### src/rtl/vga_write_arbiter_pkg.sv
// Shared definitions for the VGA write arbiter.
//   - Default coordinate/colour widths for the 160x120 RGB-111 adapter
//   - Screen limits (informational; the arbiter never clips)
//   - FSM state encodings
//   - next_index(): round-robin successor of a requester index
package vga_write_arbiter_pkg;

  localparam int DEF_X_W = 8;
  localparam int DEF_Y_W = 7;
  localparam int DEF_C_W = 3;

  localparam int SCREEN_X_MAX = 159;
  localparam int SCREEN_Y_MAX = 119;

  // grant_id is always 3 bits wide, so up to 8 requesters are addressable.
  localparam int GRANT_W = 3;

  localparam logic [0:0] ARB_IDLE  = 1'b0;
  localparam logic [0:0] ARB_BURST = 1'b1;

  // (idx + 1) mod n, for idx < n <= 8
  function automatic logic [GRANT_W-1:0] next_index(input logic [GRANT_W-1:0] idx,
                                                    input int n);
    logic [GRANT_W:0] s;
    s = {1'b0, idx} + 4'd1;
    return (s >= 4'(n)) ? 3'd0 : s[GRANT_W-1:0];
  endfunction

endpackage

### src/rtl/vga_write_arbiter_if.sv
// Pixel-write bus between the producers and the arbiter, plus the adapter side.
//   pause / req_valid / req_last / req_x / req_y / req_c : producer -> arbiter
//   req_ready                                          : arbiter -> producers
//   plot / xToVGA / yToVGA / cToVGA                    : arbiter -> VGA adapter
//   grant_id / busy / timeout_err                      : arbiter status
// Modports: master = producer/adapter side, slave = arbiter.
interface vga_write_arbiter_if
  import vga_write_arbiter_pkg::*;
#(
  parameter int N_REQ = 4,
  parameter int X_W   = DEF_X_W,
  parameter int Y_W   = DEF_Y_W,
  parameter int C_W   = DEF_C_W
);

  logic                   pause;
  logic [N_REQ-1:0]       req_valid;
  logic [N_REQ-1:0]       req_last;
  logic [N_REQ*X_W-1:0]   req_x;
  logic [N_REQ*Y_W-1:0]   req_y;
  logic [N_REQ*C_W-1:0]   req_c;
  logic [N_REQ-1:0]       req_ready;
  logic                   plot;
  logic [X_W-1:0]         xToVGA;
  logic [Y_W-1:0]         yToVGA;
  logic [C_W-1:0]         cToVGA;
  logic [GRANT_W-1:0]     grant_id;
  logic                   busy;
  logic                   timeout_err;

  modport master (
    output pause, req_valid, req_last, req_x, req_y, req_c,
    input  req_ready, plot, xToVGA, yToVGA, cToVGA, grant_id, busy, timeout_err
  );

  modport slave (
    input  pause, req_valid, req_last, req_x, req_y, req_c,
    output req_ready, plot, xToVGA, yToVGA, cToVGA, grant_id, busy, timeout_err
  );

endinterface

### src/rtl/vga_write_arbiter_rr_pick.sv
// Combinational round-robin search.
//   req : request vector (N_REQ bits)
//   ptr : index searched first (< N_REQ)
//   idx : first set request found in order ptr, ptr+1, ... mod N_REQ
//   any : at least one request set
module vga_write_arbiter_rr_pick
  import vga_write_arbiter_pkg::*;
#(
  parameter int N_REQ = 4
) (
  input  logic [N_REQ-1:0]   req,
  input  logic [GRANT_W-1:0] ptr,
  output logic [GRANT_W-1:0] idx,
  output logic               any
);

  // Padding to 8 bits lets a 3-bit index select without width games.
  logic [7:0]         req_pad;
  logic [GRANT_W-1:0] cand [N_REQ];

  assign req_pad = 8'(req);

  // cand[gi] = (ptr + gi) mod N_REQ, the gi-th position in search order.
  for (genvar gi = 0; gi < N_REQ; gi++) begin : g_cand
    logic [GRANT_W:0] sum;
    assign sum      = {1'b0, ptr} + 4'(gi);
    assign cand[gi] = (sum >= 4'(N_REQ)) ? 3'(sum - 4'(N_REQ)) : sum[GRANT_W-1:0];
  end

  // Walk from the back so the earliest position in search order wins.
  always_comb begin
    idx = '0;
    any = 1'b0;
    for (int k = N_REQ - 1; k >= 0; k--) begin
      if (req_pad[cand[k]]) begin
        idx = cand[k];
        any = 1'b1;
      end
    end
  end

endmodule

### src/rtl/vga_write_arbiter.sv
// Round-robin, burst-locked arbiter for the single VGA adapter write port.
//   clock, reset : system clock, synchronous active-high reset
//   bus (slave)  : producer requests in, ready/plot/x/y/colour/status out
// The owner keeps the port until a pixel flagged last is accepted or the
// watchdog sees TIMEOUT unpaused cycles without a transfer. Pixel outputs
// are registered: plot follows an accepted pixel by one cycle.
module vga_write_arbiter
  import vga_write_arbiter_pkg::*;
#(
  parameter int N_REQ   = 4,
  parameter int X_W     = DEF_X_W,
  parameter int Y_W     = DEF_Y_W,
  parameter int C_W     = DEF_C_W,
  parameter int TIMEOUT = 255
) (
  input logic            clock,
  input logic            reset,
  vga_write_arbiter_if.slave bus
);

  localparam int WD_W = $clog2(TIMEOUT + 1);

  logic [0:0]         state_q,  state_d;
  logic [GRANT_W-1:0] rr_ptr_q, rr_ptr_d;
  logic [GRANT_W-1:0] grant_q,  grant_d;
  logic [WD_W-1:0]    wd_q,     wd_d;
  logic               plot_q,   plot_d;
  logic [X_W-1:0]     x_q,      x_d;
  logic [Y_W-1:0]     y_q,      y_d;
  logic [C_W-1:0]     c_q,      c_d;
  logic               terr_q,   terr_d;

  logic [GRANT_W-1:0] pick_idx;
  logic               pick_any;
  logic [7:0]         valid_pad, last_pad;
  logic               sel_valid, sel_last;
  logic [X_W-1:0]     sel_x;
  logic [Y_W-1:0]     sel_y;
  logic [C_W-1:0]     sel_c;
  logic               xfer;

  vga_write_arbiter_rr_pick #(.N_REQ(N_REQ)) u_rr_pick (
    .req (bus.req_valid),
    .ptr (rr_ptr_q),
    .idx (pick_idx),
    .any (pick_any)
  );

  // Only the owner can see ready, and only while not paused.
  for (genvar gi = 0; gi < N_REQ; gi++) begin : g_ready
    assign bus.req_ready[gi] = (state_q == ARB_BURST) && !bus.pause &&
                               (grant_q == 3'(gi));
  end

  // Owner's request fields.
  assign valid_pad = 8'(bus.req_valid);
  assign last_pad  = 8'(bus.req_last);
  assign sel_valid = valid_pad[grant_q];
  assign sel_last  = last_pad[grant_q];

  always_comb begin
    sel_x = '0;
    sel_y = '0;
    sel_c = '0;
    for (int i = 0; i < N_REQ; i++) begin
      if (grant_q == 3'(i)) begin
        sel_x = bus.req_x[i*X_W +: X_W];
        sel_y = bus.req_y[i*Y_W +: Y_W];
        sel_c = bus.req_c[i*C_W +: C_W];
      end
    end
  end

  assign xfer = (state_q == ARB_BURST) && !bus.pause && sel_valid;

  always_comb begin
    state_d  = state_q;
    rr_ptr_d = rr_ptr_q;
    grant_d  = grant_q;
    wd_d     = wd_q;
    plot_d   = 1'b0;
    x_d      = x_q;
    y_d      = y_q;
    c_d      = c_q;
    terr_d   = 1'b0;
    case (state_q)
      ARB_IDLE: begin
        if (!bus.pause && pick_any) begin
          grant_d = pick_idx;
          wd_d    = '0;
          state_d = ARB_BURST;
        end
      end
      ARB_BURST: begin
        if (xfer) begin
          plot_d = 1'b1;
          x_d    = sel_x;
          y_d    = sel_y;
          c_d    = sel_c;
          wd_d   = '0;
          if (sel_last) begin
            state_d  = ARB_IDLE;
            rr_ptr_d = next_index(grant_q, N_REQ);
          end
        end else if (!bus.pause) begin
          // This is the TIMEOUT-th stalled cycle: release the port.
          if (wd_q == WD_W'(TIMEOUT - 1)) begin
            state_d  = ARB_IDLE;
            rr_ptr_d = next_index(grant_q, N_REQ);
            terr_d   = 1'b1;
            wd_d     = '0;
          end else begin
            wd_d = wd_q + 1'b1;
          end
        end
      end
      default: state_d = ARB_IDLE;
    endcase
  end

  always_ff @(posedge clock) begin
    if (reset) begin
      state_q  <= ARB_IDLE;
      rr_ptr_q <= '0;
      grant_q  <= '0;
      wd_q     <= '0;
      plot_q   <= 1'b0;
      x_q      <= '0;
      y_q      <= '0;
      c_q      <= '0;
      terr_q   <= 1'b0;
    end else begin
      state_q  <= state_d;
      rr_ptr_q <= rr_ptr_d;
      grant_q  <= grant_d;
      wd_q     <= wd_d;
      plot_q   <= plot_d;
      x_q      <= x_d;
      y_q      <= y_d;
      c_q      <= c_d;
      terr_q   <= terr_d;
    end
  end

  assign bus.plot        = plot_q;
  assign bus.xToVGA      = x_q;
  assign bus.yToVGA      = y_q;
  assign bus.cToVGA      = c_q;
  assign bus.grant_id    = grant_q;
  assign bus.busy        = (state_q == ARB_BURST);
  assign bus.timeout_err = terr_q;

endmodule
### src/flat_wrapper.sv
// flat-port wrapper written by rule: the top's interface ports become plain ports
module vga_write_arbiter_flat import vga_write_arbiter_pkg::*;
#(
  parameter int N_REQ   = 4,
  parameter int X_W     = DEF_X_W,
  parameter int Y_W     = DEF_Y_W,
  parameter int C_W     = DEF_C_W,
  parameter int TIMEOUT = 255
)
  (clock, reset, bus_pause, bus_req_valid, bus_req_last, bus_req_x, bus_req_y, bus_req_c, bus_req_ready, bus_plot, bus_xToVGA, bus_yToVGA, bus_cToVGA, bus_grant_id, bus_busy, bus_timeout_err);
  vga_write_arbiter_if #(.N_REQ(N_REQ), .X_W(X_W), .Y_W(Y_W), .C_W(C_W)) bus_i ();
  input logic clock;
  input logic reset;
  input wire logic [$bits(bus_i.pause)-1:0] bus_pause;
  input wire logic [$bits(bus_i.req_valid)-1:0] bus_req_valid;
  input wire logic [$bits(bus_i.req_last)-1:0] bus_req_last;
  input wire logic [$bits(bus_i.req_x)-1:0] bus_req_x;
  input wire logic [$bits(bus_i.req_y)-1:0] bus_req_y;
  input wire logic [$bits(bus_i.req_c)-1:0] bus_req_c;
  output wire logic [$bits(bus_i.req_ready)-1:0] bus_req_ready;
  output wire logic [$bits(bus_i.plot)-1:0] bus_plot;
  output wire logic [$bits(bus_i.xToVGA)-1:0] bus_xToVGA;
  output wire logic [$bits(bus_i.yToVGA)-1:0] bus_yToVGA;
  output wire logic [$bits(bus_i.cToVGA)-1:0] bus_cToVGA;
  output wire logic [$bits(bus_i.grant_id)-1:0] bus_grant_id;
  output wire logic [$bits(bus_i.busy)-1:0] bus_busy;
  output wire logic [$bits(bus_i.timeout_err)-1:0] bus_timeout_err;
  assign bus_i.pause = bus_pause;
  assign bus_i.req_valid = bus_req_valid;
  assign bus_i.req_last = bus_req_last;
  assign bus_i.req_x = bus_req_x;
  assign bus_i.req_y = bus_req_y;
  assign bus_i.req_c = bus_req_c;
  assign bus_req_ready = bus_i.req_ready;
  assign bus_plot = bus_i.plot;
  assign bus_xToVGA = bus_i.xToVGA;
  assign bus_yToVGA = bus_i.yToVGA;
  assign bus_cToVGA = bus_i.cToVGA;
  assign bus_grant_id = bus_i.grant_id;
  assign bus_busy = bus_i.busy;
  assign bus_timeout_err = bus_i.timeout_err;
  vga_write_arbiter #(.N_REQ(N_REQ), .X_W(X_W), .Y_W(Y_W), .C_W(C_W), .TIMEOUT(TIMEOUT)) u_core (.clock(clock), .reset(reset), .bus(bus_i));
endmodule
### config.mk
export PLATFORM = sky130hd
export DESIGN_NAME = vga_write_arbiter_flat
export DESIGN_NICKNAME = d
export VERILOG_FILES = /design/src/rtl/vga_write_arbiter_pkg.sv /design/src/rtl/vga_write_arbiter_if.sv /design/src/rtl/vga_write_arbiter_rr_pick.sv /design/src/rtl/vga_write_arbiter.sv /design/src/flat_wrapper.sv
export SDC_FILE = /design/constraint.sdc
export NUM_CORES = 1
export LEC_CHECK = 0
export ABC_AREA = 1
export CAP_MARGIN = 20
export CORE_MARGIN = 4
export CORE_UTILIZATION = 44
export CTS_CLUSTER_DIAMETER = 100
export DETAILED_ROUTE_END_ITERATION = 8
export PLACE_DENSITY = 0.82
export SYNTH_ARGS = -nofsm -noshare
export SYNTH_HDL_FRONTEND = slang
export SYNTH_HIERARCHICAL = 1
export SYNTH_SLANG_ARGS = --single-unit
### constraint.sdc
create_clock -name clock -period 2.72 [get_ports clock]
set_input_delay 0.272 -clock clock [delete_from_list [all_inputs] [get_ports clock]]
set_output_delay 0.272 -clock clock [all_outputs]
set_load 0.02 [all_outputs]
Word-level counts from Yosys, hierarchy flattened --
Cells that the tools add are included.
Storage, ports and cells: input port bits 83, word-level logic and storage cells 107, output and inout bits 28, register bits 35
Operators by class: equality and inequality tests 8, bitwise logic cells 1, mux-type cells 54, reductions and logical operators 16, add/sub/neg operators 9, order comparisons 10
Operator list (number):
- two-way mux 8 bit | 8
- two-way mux 3 bit | 17
- two-way mux 7 bit | 4
- less-than comparator 3 x 4 -> 1 bit, second input constant | 5
- binary-select mux 1 bit (select 3 bit) | 6
- two-way mux 1 bit | 17
- >= comparator 4 x 3 -> 1 bit, second input constant | 4
- case mux 8 bit (2 select lines) | 1
- subtractor 3 bit, second input constant | 4
- adder 3 x 1 -> 4 bit, second input constant | 2
- adder 3 x 2 -> 4 bit, second input constant | 2
- adder 8 x 1 -> 8 bit, second input constant | 1
- == test 8 bit, second input constant | 1
- logical AND 1 bit | 7
- == test 3 x 2 -> 1 bit, second input constant | 2
- inequality test 2 x 1 -> 1 bit, second input constant | 3
- AND reduction 2 bit | 3
- AND reduction 4 bit | 1
- OR reduction 4 bit | 1
- == test 3 x 1 -> 1 bit, second input constant | 1
- >= comparator 3 bit, second input constant | 1
- logical NOT 3 bit | 1
- inequality test 3 bit, second input constant | 1
- case mux 1 bit (2 select lines) | 1
- other kinds (4) | 4

Logic depth before layout (Yosys ltp) --
Gate-level depths: netlist of the first run.
depth after elaboration 12, mapped depth 13, mapped depth without buffers 13

By module --
Netlist of the first run, hierarchy kept.
By module, submodules not included:
- vga_write_arbiter | times used 1, seq. area each 700.7 um2, cells an instance 349, area an instance 2418.6 um2
- vga_write_arbiter_rr_pick | times used 1, seq. area each 0.0 um2, cells an instance 51, area an instance 257.7 um2

Least setup slack after synthesis of the first run --
No wires, ideal clock.
kind register to register, start register u_core.rr_ptr_q[0], end register u_core.wd_q[7], slack 0.653 ns, period minus slack after synthesis 2.067 ns, path buffers 0, data required time 2.656 ns, cell stages (with the launch flop) 14, arrival time 2.004 ns, path through dfxtp_1 > inv_2 > ha_1 > inv_1 > nand3_1 > nand3_2 > o21ai_1 > nor2_1 > nand3_1 > o21ai_1 > inv_1 > nor2_1 > nor2_1 > nor2_1
Between the ends: word-level cells in the longest chain between the ends 12, elaborated cells between the ends (all ways) 30
RTL lines:
- start, declared | RTL line vga_write_arbiter.sv:24 | logic [GRANT_W-1:0] rr_ptr_q, rr_ptr_d;
- start signal, assigned | RTL line vga_write_arbiter.sv:134 | rr_ptr_q <= rr_ptr_d;
- adder 3 x 2 -> 4 bit | RTL line vga_write_arbiter_rr_pick.sv:26 | assign sum = {1'b0, ptr} + 4'(gi);
- >= comparator 4 x 3 -> 1 bit / subtractor 3 bit (equally long branches) | RTL line vga_write_arbiter_rr_pick.sv:27 | assign cand[gi] = (sum >= 4'(N_REQ)) ? 3'(sum - 4'(N_REQ)) : sum[GRANT_W-1:0];
- two-way mux 3 bit | RTL line vga_write_arbiter_rr_pick.sv:27
- binary-select mux 1 bit (select 3 bit) | RTL line vga_write_arbiter_rr_pick.sv:35 | if (req_pad[cand[k]]) begin
- two-way mux 1 bit (not written as such) | RTL line vga_write_arbiter_rr_pick.sv:35
- two-way mux 1 bit (3 in a row) | RTL line vga_write_arbiter_rr_pick.sv:35
- two-way mux 1 bit (*) | RTL line vga_write_arbiter_rr_pick.sv:35
- named net u_core.pick_any | RTL line vga_write_arbiter.sv:34 | logic pick_any;
- logical AND 1 bit (*) | RTL line vga_write_arbiter.sv:88 | if (!bus.pause && pick_any) begin
- inequality test 2 x 1 -> 1 bit (no source line) (*)
- AND reduction 2 bit (no source line) (*)
- end signal, assigned | RTL line vga_write_arbiter.sv:136 | wd_q <= wd_d;
- end, declared | RTL line vga_write_arbiter.sv:26 | logic [WD_W-1:0] wd_q, wd_d;
The timed path passes the listed nets; every way through them passes the cells marked *. The select of a mux whose other input is x is not followed. A chain may end at the register's enable or synchronous reset.

Worst setup path in the final report of the first run --
Ends and elaborated chain as after synthesis.

==> reports/results.txt, run 1 <==
Synth Area in Adders: 4.21%
Seq cells post-synth: 35
leakage power figure: 0.00171 uW
drt pass-1 iters: 4
maximum VDD drop: 316 uV
CTS clk-pin slew, worst paths: 80 ps
gr ovfl total: 0
Cell variety after synth: 35
antenna violations before repair: 0
Die Y: 86.0 microns
maximum operating frequency: 403 MHz
setup TNS: 0 ps
register area share after synthesis: 26.2%
CP Class: reg2reg
Max Cap Viol: 0
total routed wirelength: 8410 microns
WP data required: 2940 ps
die span in x: 86.0 microns
status: finished, final reports clean
GRT Overall Usage: 22.4%
DP HPWL: 6560 microns
number of global-route vias before repair: 2,812
Slew HR: 63.8%
Critical Path Sink Type: register
boundary pin count: 111
nets@finish: 595
Avg Cell Area, Syn: 6.69 sq um
synthesized area: 2680 sq um
Synth Warn #: 6
Reg2Reg Setup Slack: 240 ps
Synth Area in XOR/XNOR: 0.655%
full die area: 7390 sq um
final non-filler cell total: 579
first-pass GRT wire length: 13,300 microns
clock buffer depth: 2
Simple-Gate Fraction of Synth Area: 35.2%
CTS tree: built
RSZ-0062 raised after global routing: false
pwr dens: 411 nW/um^2
Core Rows: 28
vias per inst: 5.21
core area: 5920 sq um
wire length per cell: 14.5 microns
CTS Hold Bufs: 0
Root Buffer: clkbuf_8
Hold Violations, Final: 0
Post-CTS Setup Bufs: 0
Critical Path Fanout Max: 8
placed cells: 571
Worst EP arrival: 2700 ps
# port buffers: 110
Clock Latency Late Sink: 280 ps
Post-route DRC: 0
fin area: 3880 sq um
Post-synth EDFFs: 0
share of the clock period used by the worst path after layout: 91.3%
area grow syn2layout: 45.0%
Worst Skew: 4.55 ps
Starting Density: 45.2%
clk sinks: 35
largest family of logic cells by synthesized area: simple AND/OR/NAND/NOR gates
Async SR Flop Fraction: 0%
post-synthesis net count: 492
H-tree levels: 2
mux cell area share after synthesis: 0%
Hold Path Class: reg2reg
worst slew pin tran: 539 ps
Final min period: 2480 ps
Num CTS Buffers: 5
Primary FF master, synth: dfxtp_1
post-CTS sizing: 0
# setup viols final: 0
antenna cell count: 0
dpl cell area: 3770 sq um
largest net degree at the start of global routing: 38
Final Slew Violations: 0
Routed Antenna Nets: 0
Synth Instances: 400
post-synthesis compound-gate area fraction: 21.8%
layout cells sized above 1: 11.1%
Setup crit start kind: register
Placer Congestion: 0.942
DR vias: 3,018
DR iter-0 viols: 117
[final timing paths]
path                      startpoint                  to  cells after the start
setup / recovery  u_core/rr_ptr_q[0]      u_core/wd_q[7]                     13
hold / removal    u_core/rr_ptr_q[2]  u_core/rr_ptr_q[2]                      2
setup reg to reg  u_core/rr_ptr_q[0]      u_core/wd_q[7]                     13
hold reg to reg   u_core/rr_ptr_q[2]  u_core/rr_ptr_q[2]                      2
[cell usage in the layout, fill, tap and decap left out, types with 11 or more instances in the layout]
| cell type | instances |
|---|---|
| a21oi_1 | 20 |
| clkdlybuf4s50_1 | 110 |
| dfxtp_1 | 35 |
| inv_1 | 39 |
| nand2_1 | 83 |
| nand2_2 | 11 |
| nand3_1 | 48 |
| nor2_1 | 24 |
| o21a_1 | 19 |
| o21ai_0 | 30 |
| o21ai_1 | 19 |
[flip-flops by register name, summed over array words and instances (netlist names)]
register,flops
u_core/bus.xToVGA,8
u_core/bus.timeout_err,1
u_core/bus.cToVGA,3
u_core/bus.yToVGA,7
u_core/bus.grant_id,3
u_core/rr_ptr_q,3
u_core/wd_q,8
u_core/bus.busy,1
u_core/bus.plot,1
[cell families (layout without fill, tap and decap cells)]
family	Yosys count	count (layout)
other	1	1
DFF	35	35
adders and majority gates	9	9
xor gates and xnor gates	2	2
buffers and inverters	66	170
and+or+nand+nor	188	188
AOI/OAI and AO/OA	99	99
[critical path, cell delays in order (launching register included)]
cell,delay [ps]
dfxtp_1,470
inv_2,140
ha_1,350
inv_1,140
nand3_1,110
nand3_2,120
o21ai_1,90
nor2_1,100
nand3_1,100
o21ai_1,450
inv_1,120
nor2_1,110
nor2_1,50
nor2_1,70
[metrics by stage]
stage	setup slack, ps	total power [uW]	hold slack, ps	utilization [%]
floorplan	653	898	341	-
global placement	442	1120	473	63.7
detailed placement	282	1130	480	63.7
CTS	267	1610	494	65.6
global route	1.81	1680	520	65.6
finish	237	1590	495	65.6
[layout make-up]
cell class	count	area, sq um
clock buffers	5	68.8
well taps	75	93.8
fillers	521	2040
inverters	47	176
multi-input cells	299	1660
clock inverters	3	43.8
flip-flops and latches	35	701
repair buffers	115	1140
[metal layers]
layer / vias to the layer above / share of wire, % / track usage [%]
li1: 1518 / - / -
met1: 1374 / 40 / 26.0
met2: 112 / 50 / 40.6
met3: 14 / 8.4 / 5.09
met4: 0 / 1.9 / 6.33
met5: - / 0 / 0
[cells in the mapped netlist (3+ instances only)]
master   instances  area share, %
nand2_1         83             12
nand3_1         48            9.0
inv_1           39            5.5
dfxtp_1         35             26
o21ai_0         30            5.6
nor2_1          24            3.4
a21oi_1         20            3.7
o21a_1          19            5.3
o21ai_1         19            3.6
nand2_2         11            2.6
a21oi_2         10            3.3
ha_1             9            4.2
inv_2            7           0.98
buf_2            5           0.93
buf_4            5            1.4
buf_6            4            1.7
nand3_2          3            1.1
nand4_1          3           0.70
nor2_2           3           0.70
nor3_1           3           0.56
[report_power, final]
group | total, uW | internal, uW | switching (uW)
clock network | 472 | 273 | 199
registers | 560 | 539 | 21.5
logic | 562 | 262 | 300
No activity file was read; power rests on OpenSTA's default activity.
==> run 2, diff against run 1 <==
--- a/config.mk
+++ b/config.mk
@@ -11,7 +11,8 @@
 export CORE_UTILIZATION = 44
 export CTS_CLUSTER_DIAMETER = 100
 export DETAILED_ROUTE_END_ITERATION = 8
-export PLACE_DENSITY = 0.82
+export PLACE_DENSITY = 0.85
+export SETUP_SLACK_MARGIN = 0.2
 export SYNTH_ARGS = -nofsm -noshare
 export SYNTH_HDL_FRONTEND = slang
 export SYNTH_HIERARCHICAL = 1
==> reports/results.txt, run 2 (same netlist as run 1, synthesis figures left out) <==
status: finished, final reports clean
storage element area: 703 sq um
core area: 5920 sq um
layout cells sized above 1: 11.7%
total routed wirelength: 8450 microns
share of the clock period used by the worst path after layout: 85.7%
boundary pin count: 111
DR vias: 2,989
CP Class: reg2out
critical-path cell list: inv_2, ha_1, nand2_4, nor2_1, clkdlybuf4s50_1
nets@finish: 595
die span in x: 86.0 microns
commonest non-fill, non-tap cell in the layout: clkdlybuf4s50_1
Fill cells: 527
Num CTS Buffers: 5
antenna cell count: 0
full die area: 7390 sq um
maximum VDD drop: 233 uV
Placer Congestion: 0.906
final non-filler cell total: 579
Critical Path Sink Type: output pin
setup TNS: 0 ps
clk sinks: 35
Core Rows: 28
DP HPWL: 6460 microns
first-pass GRT wire length: 13,600 microns
Clock Latency Late Sink: 280 ps
Final min period: 2330 ps
max incr delay on CP: 640 ps
leakage power figure: 0.00172 uW
worst setup margin: 389 ps
Setup crit start kind: register
CTS Hold Bufs: 0
Critical Path Fanout Max: 37
Slowest-stage cell, CP: clkdlybuf4s50_1
wire length per cell: 14.6 microns
final hold slack: 490 ps
H-tree levels: 2
Worst EP arrival: 2060 ps
Starting Density: 45.2%
Max Cap Viol: 0
most frequent cells in the layout: clkdlybuf4s50_1 (110), nand2_1 (83), nand3_1 (48), inv_1 (39), dfxtp_1 (33)
WP buf/inv: 2
Reg2Reg Depth: 13
clock buffer depth: 2
Place WS: 222 ps
# port buffers: 110
Hold Violations, Final: 0
Root Buffer: clkbuf_8
Crit path depth: 5
dpl cell area: 3770 sq um
area of the multi-input gates: 1670 sq um
Die Y: 86.0 microns
pwr dens: 413 nW/um^2
Hold Path Class: reg2reg
CTS clk-pin slew, worst paths: 70 ps
drt pass-1 iters: 4
# setup viols final: 0
maximum operating frequency: 429 MHz
largest net degree at the start of global routing: 38
Post-route DRC: 0
CTS tree: built
area grow syn2layout: 45.7%
RSZ-0062 raised after global routing: false
WP data required: 2450 ps
DR iter-0 viols: 141
placed cells: 571
Routed Antenna Nets: 0
Post-CTS Setup Bufs: 0
Final Slew Violations: 0
fin area: 3900 sq um
crit-path leading delay family: buffers and inverters
number of global-route vias before repair: 2,922
gr ovfl total: 0
GRT Overall Usage: 22.9%
Worst Skew: 5.14 ps
antenna violations before repair: 0
hold path depth: 2
vias per inst: 5.16
==> run 2: tightest hold or removal path: stages (launching register included) <==
cell	delay, ps
dfxtp_1	340
nand2_1	70
nor2_1	40
==> run 2: stage by stage <==
stage,utilization [%],total power [uW]
finish,65.9,1610
global route,65.9,1700
CTS,65.6,1620
detailed placement,63.7,1140
global placement,63.7,1120
floorplan,-,898
==> run 2: final timing paths <==
| path | from | to | slack [ps] |
|---|---|---|---|
| worst min-delay path | u_core/rr_ptr_q[2] | u_core/rr_ptr_q[2] | 490 |
| worst max register to register | u_core/rr_ptr_q[0] | u_core/wd_q[7] | 510 |
| worst min register to register | u_core/rr_ptr_q[2] | u_core/rr_ptr_q[2] | 490 |
| worst max-delay path | u_core/bus.grant_id[0] | bus_req_ready[2] | 390 |
==> run 2: repair_timing <==
action                                  in CTS  in global routing
endpoints found under the setup margin       0                  9
resized for setup                            0                  4
hold endpoints to repair                     0                  0
==> run 2: power by group <==
| group | leakage, uW | internal, uW | switching, uW |
|---|---|---|---|
| registers | 0.000285 | 540 | 22.5 |
| clock network | 0.0000612 | 297 | 185 |
| logic | 0.00137 | 262 | 305 |
| total | 0.00172 | 1100 | 512 |
==> run 2: area by class of cell <==
| class | count | share of cell area [%] |
|---|---|---|
| multi-input cells | 299 | 42.8 |
| repair buffers | 115 | 29.2 |
| flip-flops and latches | 35 | 18.0 |
| inverters | 47 | 4.52 |
| well taps | 75 | 2.41 |
| clock buffers | 6 | 2.12 |
| clock inverters | 2 | 0.898 |
==> run 2: per-layer routing <==
layer / part of all wire (%) / up-vias / global-route usage [%]
li1: - / 1527 / -
met1: 40 / 1355 / 26.5
met2: 51 / 99 / 42.7
met3: 7.1 / 8 / 4.13
met4: 1.3 / 0 / 6.04
met5: 0 / - / 0
